### config.mk
export PLATFORM = sky130hd
export DESIGN_NAME = fetch_unit_flat
export DESIGN_NICKNAME = d
export VERILOG_FILES = /design/src/rtl/rv_pkg.sv /design/src/rtl/fetch_unit_if.sv /design/src/rtl/fetch_unit_pc_reg.sv /design/src/rtl/fetch_unit.sv /design/src/flat_wrapper.sv
export SDC_FILE = /design/constraint.sdc
export NUM_CORES = 1
export LEC_CHECK = 0
export CAP_MARGIN = 20
export CORE_UTILIZATION = 32
export CTS_BUF_LIST = sky130_fd_sc_hd__clkbuf_4
export CTS_CLUSTER_SIZE = 8
export DETAILED_ROUTE_END_ITERATION = 6
export PLACE_DENSITY_LB_ADDON = 0.3
export SLEW_MARGIN = 20
export SYNTH_ARGS = -nofsm -noshare
export SYNTH_HDL_FRONTEND = slang
export SYNTH_SLANG_ARGS = --single-unit
### constraint.sdc
create_clock -name clk -period 5 [get_ports clk]
set_input_delay 1.25 -clock clk [delete_from_list [all_inputs] [get_ports clk]]
set_output_delay 1.25 -clock clk [all_outputs]
set_load 0.005 [all_outputs]
### src/rtl/rv_pkg.sv
// Shared constants for the RISC-V core: datapath width, instruction size,
// default reset vector and the major opcodes decoded by the control unit.
package rv_pkg;

  localparam int WIDTH       = 32;
  localparam int INSTR_BYTES = 4;
  localparam logic [WIDTH-1:0] RESET_PC = 32'h0000_0000;

  localparam logic [6:0] OPC_LOAD   = 7'b0000011;
  localparam logic [6:0] OPC_OP_IMM = 7'b0010011;
  localparam logic [6:0] OPC_STORE  = 7'b0100011;
  localparam logic [6:0] OPC_OP     = 7'b0110011;
  localparam logic [6:0] OPC_LUI    = 7'b0110111;
  localparam logic [6:0] OPC_BRANCH = 7'b1100011;
  localparam logic [6:0] OPC_JALR   = 7'b1100111;
  localparam logic [6:0] OPC_JAL    = 7'b1101111;

  // Branch targets are forced onto an instruction boundary.
  function automatic logic [WIDTH-1:0] word_align(input logic [WIDTH-1:0] addr);
    return {addr[WIDTH-1:2], 2'b00};
  endfunction

endpackage

### src/rtl/fetch_unit_if.sv
// Fetch-stage bus: instruction ROM port, fetched-instruction output and the
// branch/stall controls coming back from the control unit.
interface fetch_unit_if #(
    parameter int WIDTH      = 32,
    parameter int ADDR_WIDTH = 8
);
    logic                  stall;
    logic                  pcsrc;
    logic [WIDTH-1:0]      immop;
    logic                  imem_en;
    logic [ADDR_WIDTH-1:0] imem_addr;
    logic [WIDTH-1:0]      imem_rdata;
    logic [WIDTH-1:0]      instr;
    logic [WIDTH-1:0]      instr_pc;
    logic                  instr_valid;

    // Handshake: instr/instr_pc are meaningful only while instr_valid=1; there
    // is no ready, the consumer back-pressures with stall, which freezes every
    // fetch register, and pcsrc is only sampled with instr_valid=1 and stall=0.
    modport master (
        input  stall, pcsrc, immop, imem_rdata,
        output imem_en, imem_addr, instr, instr_pc, instr_valid
    );

    modport slave (
        output stall, pcsrc, immop, imem_rdata,
        input  imem_en, imem_addr, instr, instr_pc, instr_valid
    );
endinterface

### src/rtl/fetch_unit_pc_reg.sv
// Program counter: async reset to the reset vector, +4 per unstalled cycle,
// or loads the redirect target.
module pc_reg #(
    parameter int               WIDTH    = 32,
    parameter logic [WIDTH-1:0] RESET_PC = '0
) (
    input  logic             clk,
    input  logic             rst,
    input  logic             hold,
    input  logic             load,
    input  logic [WIDTH-1:0] target,
    output logic [WIDTH-1:0] pc_q
);
    import rv_pkg::*;

    always_ff @(posedge clk or posedge rst) begin
        if (rst) begin
            pc_q <= RESET_PC;
        end else if (!hold) begin
            pc_q <= load ? target : pc_q + WIDTH'(INSTR_BYTES);
        end
    end
endmodule

### src/rtl/fetch_unit.sv
// Instruction fetch stage: issues PC to a synchronous ROM, tracks the
// in-flight request and registers the returned word with its address.
module fetch_unit #(
    parameter int                       WIDTH      = rv_pkg::WIDTH,
    parameter int                       ADDR_WIDTH = 8,
    parameter logic [rv_pkg::WIDTH-1:0] RESET_PC   = rv_pkg::RESET_PC
) (
    input  logic         clk,
    input  logic         rst,
    fetch_unit_if.master bus
);
    import rv_pkg::*;

    logic [WIDTH-1:0] pc_q;
    logic [WIDTH-1:0] req_pc_q;
    logic             req_valid_q;
    logic             redirect;
    logic [WIDTH-1:0] target;

    assign redirect      = bus.pcsrc & bus.instr_valid & !bus.stall;
    assign target        = word_align(bus.instr_pc + bus.immop);
    assign bus.imem_en   = !bus.stall;
    assign bus.imem_addr = pc_q[ADDR_WIDTH+1:2];

    pc_reg #(
        .WIDTH    (WIDTH),
        .RESET_PC (RESET_PC)
    ) u_pc_reg (
        .clk    (clk),
        .rst    (rst),
        .hold   (bus.stall),
        .load   (redirect),
        .target (target),
        .pc_q   (pc_q)
    );

    // A redirect kills both the request issued this cycle and the response
    // landing this cycle, giving the two-bubble taken-branch penalty.
    always_ff @(posedge clk or posedge rst) begin
        if (rst) begin
            req_valid_q     <= 1'b0;
            req_pc_q        <= '0;
            bus.instr       <= '0;
            bus.instr_pc    <= '0;
            bus.instr_valid <= 1'b0;
        end else if (!bus.stall) begin
            req_valid_q     <= !redirect;
            req_pc_q        <= pc_q;
            bus.instr       <= bus.imem_rdata;
            bus.instr_pc    <= req_pc_q;
            bus.instr_valid <= req_valid_q & !redirect;
        end
    end
endmodule

### src/flat_wrapper.sv
// flat-port wrapper written by rule: the top's interface ports become plain ports
module fetch_unit_flat import rv_pkg::*;
#(
    parameter int                       WIDTH      = rv_pkg::WIDTH,
    parameter int                       ADDR_WIDTH = 8,
    parameter logic [rv_pkg::WIDTH-1:0] RESET_PC   = rv_pkg::RESET_PC
)
  (clk, rst, bus_stall, bus_pcsrc, bus_immop, bus_imem_rdata, bus_imem_en, bus_imem_addr, bus_instr, bus_instr_pc, bus_instr_valid);
  fetch_unit_if #(.WIDTH(WIDTH), .ADDR_WIDTH(ADDR_WIDTH)) bus_i ();
  input  logic clk;
  input  logic rst;
  input wire logic [$bits(bus_i.stall)-1:0] bus_stall;
  input wire logic [$bits(bus_i.pcsrc)-1:0] bus_pcsrc;
  input wire logic [$bits(bus_i.immop)-1:0] bus_immop;
  input wire logic [$bits(bus_i.imem_rdata)-1:0] bus_imem_rdata;
  output wire logic [$bits(bus_i.imem_en)-1:0] bus_imem_en;
  output wire logic [$bits(bus_i.imem_addr)-1:0] bus_imem_addr;
  output wire logic [$bits(bus_i.instr)-1:0] bus_instr;
  output wire logic [$bits(bus_i.instr_pc)-1:0] bus_instr_pc;
  output wire logic [$bits(bus_i.instr_valid)-1:0] bus_instr_valid;
  assign bus_i.stall = bus_stall;
  assign bus_i.pcsrc = bus_pcsrc;
  assign bus_i.immop = bus_immop;
  assign bus_i.imem_rdata = bus_imem_rdata;
  assign bus_imem_en = bus_i.imem_en;
  assign bus_imem_addr = bus_i.imem_addr;
  assign bus_instr = bus_i.instr;
  assign bus_instr_pc = bus_i.instr_pc;
  assign bus_instr_valid = bus_i.instr_valid;
  fetch_unit #(.WIDTH(WIDTH), .ADDR_WIDTH(ADDR_WIDTH), .RESET_PC(RESET_PC)) u_core (.clk(clk), .rst(rst), .bus(bus_i));
endmodule
==> results of run 1 <==
metal layers:
metal  up-vias  GRT usage
met4         2     0.0351
met3        14     0.0537
met5         -          0
met1      2459      0.209
met2       130      0.237
li1       2489          -
synthesized netlist by cell type (7+ instances only):
master,instances,share of area
dfrtp_1,124,0.46
a21o_1,13,0.014
buf_4,10,0.011
and3_1,12,0.011
nor2_1,24,0.013
o21ai_0,27,0.020
nand2_1,42,0.023
o211ai_1,8,0.0089
o21bai_1,7,0.0078
a21oi_1,30,0.022
nand4_1,13,0.012
mux2_2,91,0.15
ha_1,30,0.055
nand3_1,16,0.012
clkbuf_1,23,0.013
xnor2_1,22,0.028
a211oi_1,7,0.0078
inv_1,9,0.0050
xor2_1,23,0.030
nor3_1,10,0.0074
power by group:
part           internal, mW  leakage (nW)  total, mW  switching [mW]
registers              1.38          1.47       1.72           0.344
clock network         0.304         0.151      0.727           0.423
logic                  1.12          1.95       2.09           0.977
through the flow:
| step | util | cell area (um^2) | power, mW |
|---|---|---|---|
| 2_1_floorplan | - | 6770 | 3.07 |
| 3_3_place_gp | 0.408 | 8370 | 3.82 |
| 3_5_place_dp | 0.408 | 8370 | 3.84 |
| 4_1_cts | 0.422 | 8660 | 4.60 |
| 5_1_grt | 0.422 | 8660 | 4.93 |
| 6_report | 0.422 | 8660 | 4.55 |
cell families after synthesis:
group / share of synthesized area
XOR/XNOR: 0.0583
AO/OA/AOI/OAI: 0.134
flip-flops: 0.459
AND/OR/NAND/NOR: 0.106
other: 0.000554
buffers and inverters: 0.0294
multiplexers: 0.157
adder cells (fa/ha/maj): 0.0555
placed cells by master (no fill, tap or decap), drive strengths merged, types with 8 or more instances in the layout:
| cell type | netlist | routed |
|---|---|---|
| clkdlybuf4s50 | 0 | 136 |
| dfrtp | 124 | 124 |
| mux2 | 91 | 91 |
| nand2 | 42 | 42 |
| a21oi | 30 | 30 |
| ha | 30 | 30 |
| o21ai | 28 | 28 |
| nor2 | 25 | 25 |
| xor2 | 23 | 23 |
| xnor2 | 22 | 22 |
| clkbuf | 23 | 17 |
| nand3 | 16 | 16 |
| nand4 | 13 | 13 |
| a21o | 13 | 13 |
| inv | 9 | 13 |
| and3 | 12 | 12 |
| nor3 | 10 | 10 |
| o211ai | 8 | 8 |
flip-flops by register name, indices dropped and copies added, names as in the netlist:
name and count:
u_core.req_pc_q 30, u_core.bus.instr 32, u_core.req_valid_q 1, u_core.bus.instr_pc 30, u_core.u_pc_reg.pc_q 30, u_core.bus.instr_valid 1
tightest hold or removal path, delay by kind of cell, from the launching register on:
kind / cells / cell delay, ns
DFF: 1 / 0.38
and+or+nand+nor: 2 / 0.11
area by class of cell:
type                       count  area, um^2
fill                        1974       11800
sequential                   124        3100
tap                          270         338
clock buffer                  17         128
clock inverter                15         165
timing repair buffer         142        1420
multi-input combinational    445        3470
inverter                      10        40.0
final timing paths:
path,start,end,cells past startpoint
min in group asynchronous,rst,u_core.bus.instr[5],2
worst min-delay path,u_core.req_pc_q[6],u_core.req_pc_q[6],2
worst max-delay path,bus_immop[9],u_core.u_pc_reg.pc_q[26],9
max in group asynchronous,rst,u_core.req_pc_q[16],3
worst max register to register,u_core.bus.instr_pc[9],u_core.u_pc_reg.pc_q[26],8
worst min register to register,u_core.req_pc_q[6],u_core.req_pc_q[6],2
==> metrics.yaml, run 1 <==
ys_warn_count: 0
overflow: 0
synth.cell_area_mm2: 0.00676
route.met2.wl_mm: 6.99
io_buffers: 137
rows: 52
ant_nets: 0
outcome: "finished, final reports clean"
wl_per_cell_um: 15.5
area_growth_pct: 28.0
hold_buffers: 0
clockRootBuffer: "clkbuf_4"
nets: 838
cts_resized: 0
worstSetupStartpointType: "primary input"
hpwl_mm: 11.6
die-area_mm2: 0.0217
cp.required_ns: 5.42
critPathBufInv: 1
synth_area_per_cell_um2: 11.1
final.setup_skew_ns: 0.0250
crit_family: "compound AO/OA/AOI/OAI gates"
antenna_found_initial: 1
rsz0062_at_grt: "no"
num_antenna_cells: 0
synth_edf_count: 0
cts_tree: "yes"
grt.total_usage: 0.155
met3_length_mm: 1.03
path_class: "primary input to flip-flop"
fin_cells: 1023
drt_iter0_markers: 265
critPathMostFrequentCell: "a2111oi_0"
start_util: 0.330
grt_pass1_wl_mm: 26.3
drive_above_1_share: 0.186
grt_max_degree: 68
num_vias: 5094
worst_slack_ns: 1.40
critPathSlowestCell: "a2111oi_0"
min_path_type: "flip-flop to flip-flop"
fmax_ghz: 0.278
clockBufferDepth: 2
hold_viol: 0
p_leak_nw: 3.58
die_y_um: 147
cts_made_buffers: 17
drtPass1Iterations: 4
post_cts.repair.setup_buffers: 0
synth_ff_type: "dfrtp_1"
finalWeightedCongestion: 0.819
h-tree-depth: 4
grt_pass1_vias: 5143
yosysSeqAreaShare: 0.459
ys_ff_latch: 124
clk_latency_ns: 0.55
wirelength_mm: 15.9
clock_sinks: 124
async_flop_share: 1.00
pre_cts_ws_ns: 0.831
crit_fanout: 5
max-vdd-ir-drop_v: 0.000244
worst_pin_slew_ns: 0.765
highest_layer: "met5"
p_per_area_mw_per_mm2: 525
syn_inst: 611
worst_path_largest_cell_delay_ns: 0.46
core_area_mm2: 0.0205
layout_min_cycle_time_ns: 3.60
io_pins: 142
yosysUniqueCellTypes: 56
wl_met1_mm: 7.74
slew_headroom: 0.490
finalCritPeriodShare: 0.721
cp-end-kind: "flip-flop"
hold_slack_ns: 0.500
vias_per_cell: 4.98
die_w_um: 147
slew_viol_final: 0
tns_ns: 0
max_cap_violations: 0
path_cells: "clkdlybuf4s50_1 -> ha_1 -> a2111oi_0 -> o31a_1 -> o32ai_4 -> a31oi_1 -> o21ai_1 -> a2111oi_0 -> a211oi_1"
arrival_ns: 4.02
r2r_slack_ns: 2.08
finalSetupViolations: 0
cts.clk_slew.worst_paths_ns: 0.12
drc: 0
dpl.cell_count: 991
Power figures use the tool's default switching activity.
==> run 2: changes to the inputs <==
==> constraint.sdc (replaced) <==
create_clock -name clk -period 3 [get_ports clk]
set_input_delay 0.75 -clock clk [delete_from_list [all_inputs] [get_ports clk]]
set_output_delay 0.75 -clock clk [all_outputs]
set_load 0.005 [all_outputs]
==> metrics.yaml, run 2 (same netlist as run 1, synthesis figures left out) <==
cts_made_buffers: 17  # unchanged
outcome: "finished, final reports clean"
antenna_found_initial: 0  # -1
num_antenna_cells: 0  # unchanged
finalWeightedCongestion: 0.832  # +1.7%
ff_latch_area_mm2: 0.00310  # unchanged
r2r_slack_ns: 0.32  # -1.76 ns
utilization: 0.450  # +0.0275
post_cts.repair.setup_buffers: 0  # unchanged
hpwl_mm: 12.3  # +6.0%
largest_register_ffs: 32  # unchanged
clock_sinks: 124  # unchanged
drc: 0  # unchanged
grt_max_degree: 67  # -1.5%
worst_slack_ns: 0.152  # -1.25 ns
nFillCells: 1983  # +0.46%
finalCritPeriodShare: 0.949
vias_per_cell: 4.88  # -1.9%
rr_worst_depth: 10  # +2
dpl.cell_count: 1062  # +7.2%
die_y_um: 147  # unchanged
drive_above_1_share: 0.257  # +0.0714
slew_headroom: 0.434  # -0.0565
rows: 52  # unchanged
cts.clk_slew.worst_paths_ns: 0.14  # +0.02 ns
cp.required_ns: 3.49  # -1.93 ns
nets: 909  # +8.5%
cts_tree: "yes"
die_w_um: 147  # unchanged
worst_pin_slew_ns: 0.849  # +0.0848 ns
r2r-start: "u_core.bus.instr_pc[9]"
layout_min_cycle_time_ns: 2.85
tns_ns: 0  # unchanged
wl_per_cell_um: 15.3  # -1.3%
area_growth_pct: 36.3
path_class: "primary input to flip-flop"
hold_viol: 0  # unchanged
arrival_ns: 3.34  # -0.68 ns
drt_iter0_markers: 197  # -26%
fmax_ghz: 0.351
clockBufferDepth: 2  # unchanged
ant_nets: 0  # unchanged
num_vias: 5342  # +4.9%
io_pins: 142  # unchanged
wirelength_mm: 16.8  # +5.6%
cp-end-kind: "flip-flop"
p_per_area_mw_per_mm2: 890  # +70%
final.setup_skew_ns: 0.0239  # -0.00110 ns
mostFrequentLayoutCell: "clkdlybuf4s50_1"
max-vdd-ir-drop_v: 0.000342  # +40%
core_area_mm2: 0.0205  # unchanged
drtPass1Iterations: 5  # +1
start_util: 0.330  # unchanged
grt_pass1_vias: 5563  # +8.2%
finalSetupViolations: 0  # unchanged
max_cap_violations: 0  # unchanged
pre_cts_ws_ns: -0.460  # -1.29 ns
final_cell_mix: "136 x clkdlybuf4s50_1, 124 x dfrtp_1, 91 x mux2_2, 74 x buf_4, 42 x nand2_1"
overflow: 0  # unchanged
clk_latency_ns: 0.56  # about the same
io_buffers: 137  # unchanged
placed_area_mm2: 0.00892  # +6.7%
grt.total_usage: 0.164  # +0.00906
die-area_mm2: 0.0217  # unchanged
h-tree-depth: 4  # unchanged
clockRootBuffer: "clkbuf_4"
slew_viol_final: 0  # unchanged
finish.instance_area_mm2: 0.00922  # +6.5%
p_leak_nw: 3.93  # +9.8%
largest-register: "u_core.bus.instr"
crit_fanout: 4  # -1
grt_pass1_wl_mm: 28.2  # +6.9%
worstSetupStartpointType: "primary input"
min_path_type: "primary input to asynchronous set/reset pin"
multi_input_comb_area_mm2: 0.00347  # +0.22%
fin_cells: 1094  # +6.9%
reg2reg_to: "u_core.u_pc_reg.pc_q[25]"
## run 2: where the power goes
part | leakage, nW | internal (mW) | switching [mW]
Combinational | 2.31 | 2.31 | 1.77
Sequential | 1.47 | 2.30 | 0.581
Clock | 0.150 | 0.506 | 0.742
Total | 3.93 | 5.11 | 3.09
## run 2: worst max-delay path by stage
stage | start | end | slack (ns) | depth (start not counted)
after floorplan | bus_immop[9] | u_core.u_pc_reg.pc_q[26] | 0.19 | 8
after global placement | bus_immop[9] | u_core.u_pc_reg.pc_q[25] | -0.41 | 10
after global routing | bus_immop[9] | u_core.u_pc_reg.pc_q[25] | -0.04 | 10
final | bus_immop[9] | u_core.u_pc_reg.pc_q[25] | 0.15 | 11
after detailed placement | bus_immop[9] | u_core.u_pc_reg.pc_q[26] | -0.46 | 9
after CTS | bus_immop[9] | u_core.u_pc_reg.pc_q[26] | 0.15 | 9
## run 2: final cells by class
| type | count | share of cell area |
|---|---|---|
| Clock inverter | 15 | 0.0176 |
| Sequential cell | 124 | 0.336 |
| Tap cell | 270 | 0.0366 |
| Timing Repair Buffer | 213 | 0.214 |
| Inverter | 10 | 0.00448 |
| Multi-Input combinational cell | 445 | 0.377 |
| Clock buffer | 17 | 0.0138 |
## run 2: worst max-delay path, stage by stage
cell and delay, ns:
clkdlybuf4s50_1 0.41, ha_1 0.33, buf_4 0.13, inv_1 0.05, o31a_1 0.31, o32ai_4 0.22
a311oi_1 0.15, buf_4 0.16, o41a_1 0.47, nor4b_1 0.16, nor3_1 0.19
## run 2: repair_timing
action | in CTS | in global routing
resized for setup | 0 | 3
setup endpoints to repair | 0 | 2
hold buffers | 0 | 0
## run 2: stage by stage
step | total power [mW] | hold WS [ns]
CTS | 8.26 | 0.444
detailed placement | 6.97 | 0.463
finish | 8.21 | 0.471
floorplan | 5.12 | 0.438
global route | 8.86 | 0.450
global placement | 6.92 | 0.461
## run 2: per-layer routing
| metal | routed length (um) | vias up | GRT usage |
|---|---|---|---|
| li1 | - | 2637 | - |
| met1 | 8010 | 2546 | 0.223 |
| met2 | 7430 | 149 | 0.252 |
| met3 | 1230 | 10 | 0.0485 |
| met4 | 111 | 0 | 0.0428 |
| met5 | 0 | - | 0 |
